===== config.mk =====
export PLATFORM = sky130hd
export DESIGN_NAME = wave_gen_dds
export DESIGN_NICKNAME = d
export VERILOG_FILES = /design/src/rtl/wave_gen_pkg.sv /design/src/rtl/wave_spi_tx.sv /design/src/rtl/wave_gen_dds.sv
export SDC_FILE = /design/constraint.sdc
export NUM_CORES = 1
export LEC_CHECK = 0
export BUFFER_PORTS_ARGS = -buffer_cell sky130_fd_sc_hd__buf_2
export CORE_UTILIZATION = 50
export DETAILED_ROUTE_END_ITERATION = 10
export GPL_TIMING_DRIVEN = 0
export PLACE_DENSITY = 0.83
export SLEW_MARGIN = 20
export SYNTH_ARGS = -nofsm -noshare
export SYNTH_HDL_FRONTEND = slang
export SYNTH_SLANG_ARGS = --single-unit

===== constraint.sdc =====
create_clock -name clk -period 7.8 [get_ports clk]
set_clock_uncertainty 0.15 [all_clocks]
set_input_delay 0.78 -clock clk [delete_from_list [all_inputs] [get_ports clk]]
set_output_delay 0.78 -clock clk [all_outputs]
set_load 0.1 [all_outputs]

===== src/rtl/wave_gen_pkg.sv =====
// Shared types and constants for the wave_gen_dds tile.
// Build option: define WAVE_DAC_CTRL_EN to send a 16-bit DAC word (control nibble,
// sample, padding) per frame instead of the bare 8-bit sample.
package wave_gen_pkg;

    typedef enum logic [1:0] {
        WF_SINE   = 2'b00,
        WF_SAW    = 2'b01,
        WF_TRI    = 2'b10,
        WF_SQUARE = 2'b11
    } wave_t;

    // Control nibble placed ahead of the sample in the 16-bit DAC word
    localparam logic [3:0] DAC_CTRL = 4'b0011;

`ifdef WAVE_DAC_CTRL_EN
    localparam int unsigned FRAME_BITS = 16;
`else
    localparam int unsigned FRAME_BITS = 8;
`endif

    // One idle cycle before and after the data bits, two clk per bit
    localparam int unsigned FRAME_LEN = 2 * FRAME_BITS + 2;
    localparam int unsigned CNT_W     = $clog2(FRAME_LEN);

    // round(127*sin(2*pi*(i+0.5)/256)), first quadrant
    localparam logic [6:0] SINE_LUT [64] = '{
        7'd2,   7'd5,   7'd8,   7'd11,  7'd14,  7'd17,  7'd20,  7'd23,
        7'd26,  7'd29,  7'd32,  7'd35,  7'd38,  7'd41,  7'd44,  7'd47,
        7'd50,  7'd53,  7'd56,  7'd58,  7'd61,  7'd64,  7'd67,  7'd69,
        7'd72,  7'd74,  7'd77,  7'd79,  7'd82,  7'd84,  7'd86,  7'd89,
        7'd91,  7'd93,  7'd95,  7'd97,  7'd99,  7'd101, 7'd103, 7'd105,
        7'd106, 7'd108, 7'd110, 7'd111, 7'd113, 7'd114, 7'd115, 7'd117,
        7'd118, 7'd119, 7'd120, 7'd121, 7'd122, 7'd123, 7'd124, 7'd124,
        7'd125, 7'd125, 7'd126, 7'd126, 7'd127, 7'd127, 7'd127, 7'd127
    };

    function automatic logic [6:0] sine_quarter(input logic [5:0] idx);
        return SINE_LUT[idx];
    endfunction

    // Word shifted out MSB-first for one frame
    function automatic logic [FRAME_BITS-1:0] frame_word(input logic [7:0] sample);
`ifdef WAVE_DAC_CTRL_EN
        return {DAC_CTRL, sample, 4'b0000};
`else
        return sample;
`endif
    endfunction

endpackage


===== src/rtl/wave_spi_tx.sv =====
// Frame sequencer and SPI shifter for wave_gen_dds.
// Frame length follows wave_gen_pkg (WAVE_DAC_CTRL_EN selects the 16-bit DAC word).
// load pulses on the first cycle of every frame so the core can latch a new sample.
module wave_spi_tx
    import wave_gen_pkg::*;
(
    input  logic       clk,
    input  logic       rst,
    input  logic       enable,
    input  logic [7:0] sample,
    output logic       load,
    output logic       spi_clk,
    output logic       spi_mosi,
    output logic       spi_cs
);

    localparam logic [CNT_W-1:0] LAST    = CNT_W'(FRAME_LEN - 1);
    localparam logic [CNT_W-1:0] BIT_END = CNT_W'(2 * FRAME_BITS);

    logic [CNT_W-1:0]      cnt;
    logic [FRAME_BITS-1:0] sr;
    logic                  in_bits;

    assign load    = enable && (cnt == '0);
    assign in_bits = (cnt != '0) && (cnt <= BIT_END);

    // Counter, shifter and registered SPI pins; dropping enable aborts the frame at once
    always_ff @(posedge clk or posedge rst) begin
        if (rst) begin
            cnt      <= '0;
            sr       <= '0;
            spi_cs   <= 1'b1;
            spi_clk  <= 1'b0;
            spi_mosi <= 1'b0;
        end else if (!enable) begin
            cnt      <= '0;
            spi_cs   <= 1'b1;
            spi_clk  <= 1'b0;
            spi_mosi <= 1'b0;
        end else begin
            cnt <= (cnt == LAST) ? '0 : cnt + 1'b1;
            if (load) begin
                sr <= frame_word(sample);
            end
            if (in_bits) begin
                // odd count: clock low with new data; even count: clock high, then advance
                spi_cs   <= 1'b0;
                spi_clk  <= ~cnt[0];
                spi_mosi <= sr[FRAME_BITS-1];
                if (!cnt[0]) begin
                    sr <= {sr[FRAME_BITS-2:0], 1'b0};
                end
            end else begin
                spi_cs   <= 1'b1;
                spi_clk  <= 1'b0;
                spi_mosi <= 1'b0;
            end
        end
    end

endmodule


===== src/rtl/wave_gen_dds.sv =====
// 8-bit DDS waveform generator tile: phase accumulator, four waveforms, amplitude
// scaling, parallel output on uo_out and SPI output on uio_out[7:5].
// Build option: WAVE_DAC_CTRL_EN widens the SPI frame to a 16-bit DAC word.
module wave_gen_dds
    import wave_gen_pkg::*;
#(
    parameter int unsigned PHASE_W = 8,
    parameter int unsigned SPI_DIV = 2
) (
    input  logic       clk,
    input  logic       rst,
    input  logic       ena,
    input  logic [7:0] ui_in,
    input  logic [7:0] uio_in,
    output logic [7:0] uo_out,
    output logic [7:0] uio_out,
    output logic [7:0] uio_oe
);

    logic               enable;
    logic               set_phase;
    logic               set_amplitude;
    wave_t              wf;

    logic [PHASE_W-1:0] acc;
    logic [PHASE_W-1:0] phase_inc;
    logic [7:0]         amplitude;

    logic [5:0]         idx;
    logic [7:0]         mag;
    logic [7:0]         tri_w;
    logic signed [7:0]  raw;
    logic signed [16:0] prod;
    logic [7:0]         sample_byte;

    logic               load;
    logic               spi_clk;
    logic               spi_mosi;
    logic               spi_cs;
    logic               unused_bits;

    assign enable        = uio_in[0];
    assign wf            = wave_t'(uio_in[2:1]);
    assign set_phase     = uio_in[3];
    assign set_amplitude = uio_in[4];

    // Raw signed waveform from the current phase, then amplitude scaling
    always_comb begin
        idx   = acc[6] ? ~acc[5:0] : acc[5:0];   // ~x == 63-x on 6 bits
        mag   = {1'b0, sine_quarter(idx)};
        tri_w = acc[7] ? ~{acc[6:0], 1'b0} : {acc[6:0], 1'b0};
        raw   = '0;
        unique case (wf)
            WF_SINE:   raw = acc[7] ? -mag : mag;
            WF_SAW:    raw = {~acc[7], acc[6:0]};
            WF_TRI:    raw = {~tri_w[7], tri_w[6:0]};
            WF_SQUARE: raw = acc[7] ? 8'h80 : 8'h7F;
        endcase
        // |product| <= 32640, so bits [15:8] are the floor-shifted result
        prod        = raw * $signed({1'b0, amplitude});
        sample_byte = prod[15:8] ^ 8'h80;
    end

    // Register loads run every cycle; sample and phase advance only on frame start
    always_ff @(posedge clk or posedge rst) begin
        if (rst) begin
            acc       <= '0;
            phase_inc <= PHASE_W'(1);
            amplitude <= 8'hFF;
            uo_out    <= 8'h80;
        end else begin
            if (set_phase) begin
                phase_inc <= ui_in;
            end
            if (set_amplitude) begin
                amplitude <= ui_in;
            end
            if (load) begin
                uo_out <= sample_byte;
                acc    <= acc + phase_inc;
            end
        end
    end

    wave_spi_tx u_spi_tx (
        .clk      (clk),
        .rst      (rst),
        .enable   (enable),
        .sample   (sample_byte),
        .load     (load),
        .spi_clk  (spi_clk),
        .spi_mosi (spi_mosi),
        .spi_cs   (spi_cs)
    );

    assign uio_out = {spi_clk, spi_mosi, spi_cs, 5'b00000};
    assign uio_oe  = 8'hE0;

    assign unused_bits = ^{ena, uio_in[7:5], prod[16], prod[7:0], SPI_DIV[0]};

endmodule


==> results.cfg <==
[status]
status = finished with violations
violations = design-rule violations

[worst_hold_path]
holdCritStartpoint = uo_out[7]$_DFFE_PP1P_
hold_class = flip-flop to flip-flop

[cells_and_area]
drive_above_1_share_pct = 24.8
final_core_util_pct = 60.6
antenna_cells = 0
fillers = 963
nets = 879
area_growth_pct = 16.9
multi_input_area_um2 = 4510
regArea_um2 = 1210

[critical_path]
cpMostUsedCell = buf_4
reg2reg_slack_ps = 230
path_class = flip-flop to flip-flop
critPathCaptureType = flip-flop
worst-path-max-fanout = 10
slowest_delay_ps = 530
critPathLaunchType = flip-flop
cp-startpoint = acc[0]$_DFFE_PP0P_
cp.arrival_ps = 7590
worstPathRequired_ps = 7810
crit_path_top_delay_cell = fa_1
r2r-start = acc[0]$_DFFE_PP0P_

[logic_synthesis]
ys_warn_count = 0
synth_seq_cells = 48
synth-edff-count = 0
ys_seq_area_share_pct = 20.3
ys_async_sr_fraction_pct = 100
yosysUniqueCellTypes = 76
synth_area_per_cell_um2 = 8.67
synth_ff_type = dfrtp_1
syn_area_um2 = 6000
synthCells = 692

[drt]
drc_errors = 2
drt_wl_total_um = 15400
ant_nets = 0
num_vias = 5330
drt-pass1-iter-count = 11
wire_per_inst_um = 16.9
drt_iter0_markers = 403
vias_per_cell = 5.87

[sta]
relSlewSlack_pct = 56.2
finalHoldViolations = 0
worst_pin_slew_ps = 650
fin_ws_ps = 226
max_freq_mhz = 132
tns_ps = 0
slew_violations = 0
period_minus_slack_ps = 7570
min_period_over_period_pct = 97.1
setup_violations = 0

[die]
fp.dieH_um = 112
coreArea_um2 = 11600
num_rows = 39
die_x_um = 112
io_pins = 43
die-area_um2 = 12400
start_util_pct = 51.9

[placed_design]
dp_slack_ps = -1110
globalplace.congestion = 0.947
place_hpwl_um = 10700
portBuffers = 20

[global_routing]
grt-ovfl-total = 0
grt_pass1_wl_um = 25100
grt_pass1_vias = 5212
antenna_found_initial = 0
grt_use_total_pct = 24.6
grt_max_degree = 31

[cts]
clk_latency_ps = 290
cts_sinks = 48
htreeDepth = 2
clk_pin_slew_ps = 70
clk_path_buf_depth = 2
cts_tree = built
root_buffer = clkbuf_16
ctsHoldBuffers = 0
numCtsBuffers = 5

[run]
maxCapViolCount = 0
==> synth_stat cells (6+ instances only) <==
cell | count | share of area, %
a21oi_1 | 30 | 2.5
and2_1 | 33 | 3.4
buf_2 | 16 | 1.3
buf_4 | 19 | 2.4
clkbuf_1 | 19 | 1.2
dfrtp_1 | 37 | 15
dfstp_2 | 11 | 4.8
fa_1 | 36 | 12
ha_1 | 60 | 13
inv_1 | 67 | 4.2
mux2_2 | 21 | 3.9
nand2_1 | 50 | 3.1
nand2b_1 | 14 | 1.5
nand3_1 | 11 | 0.92
nand3b_1 | 7 | 0.88
nor2_1 | 44 | 2.8
nor2b_1 | 18 | 1.9
nor3_1 | 7 | 0.58
o21ai_0 | 35 | 2.9
o22ai_1 | 6 | 0.63
o31ai_1 | 7 | 0.88
xnor2_1 | 18 | 2.6
xor2_1 | 11 | 1.6
==> timing repair <==
action	CTS	global route
gates resized for setup	51	22
pin swaps	24	23
setup endpoints to repair	16	14
setup buffers	17	18
==> sequential cells by signal, indices dropped and copies added (netlist names) <==
name,cells
amplitude,8
u_spi_tx.spi_clk,1
u_spi_tx.cnt,5
acc,8
u_spi_tx.spi_mosi,1
phase_inc,8
u_spi_tx.spi_cs,1
u_spi_tx.sr,8
uo_out,8
==> area by class of cell <==
cell class	count	share of cell area, %
multi-input cells	531	64.3
flip-flops and latches	48	17.3
repair buffers	56	5.51
plain buffers	54	4.52
inverters	68	3.68
well taps	143	2.55
clock buffers	5	1.78
clock inverters	3	0.339
==> cells by family after synthesis <==
kind of cell	count (synthesis)	share of synthesized area, %
fa+ha+maj	96	24.5
other cells	2	0.125
mux	26	5.20
buf+inv	124	9.41
simple gates	221	19.8
flops	48	20.3
compound gates	146	16.5
xor+xnor	29	4.24
==> path summary, 6_finish.rpt <==
kind	endpoint	cells past startpoint
min	uo_out[7]$_DFFE_PP1P_	2
max reg2reg	u_spi_tx.sr[6]$_DFFE_PP0P_	32
max in group asynchronous	amplitude[7]$_DFFE_PP1P_	3
min reg2reg	uo_out[7]$_DFFE_PP1P_	2
max	u_spi_tx.sr[6]$_DFFE_PP0P_	32
min in group asynchronous	phase_inc[2]$_DFFE_PP0P_	2
==> cells in the final DEF (no fill, tap or decap), types with 13 or more instances in the layout <==
cell type	n
a21oi_1	28
and2_1	31
buf_2	36
buf_4	54
clkbuf_1	16
conb_1	13
dfrtp_1	37
fa_1	36
ha_1	51
inv_1	61
mux2_2	21
nand2_1	49
nand2b_1	14
nor2_1	42
nor2b_1	18
o21ai_0	28
xnor2_1	18
==> routing by layer <==
metal / up-vias / global-route usage, % / wire length [um]
li1: 2488 / - / -
met1: 2500 / 32.2 / 6230
met2: 285 / 41.8 / 7520
met3: 57 / 3.38 / 1230
met4: 0 / 8.83 / 394
met5: - / 0 / 0
==> critical path: cells and delay by family (launching register included) <==
kind	cells	cell delay [ps]
AND/OR/NAND/NOR	5	1310
XOR/XNOR	3	490
multiplexers	1	180
adder cells (fa/ha/maj)	7	2520
AO/OA/AOI/OAI	9	1410
buffers and inverters	7	920
flip-flops	1	470
==> stage by stage <==
step / hold slack, ps / std cells / cell area, um^2
global route: 345 / 908 / 7010
CTS: 314 / 891 / 6830
global placement: 305 / 866 / 6320
floorplan: 301 / 703 / 6050
detailed placement: 306 / 867 / 6340
finish: 312 / 908 / 7010
Power is left out: the tool's default activity adds up to more than one toggle a clock period on the data nets, which glitch-free logic cannot reach.
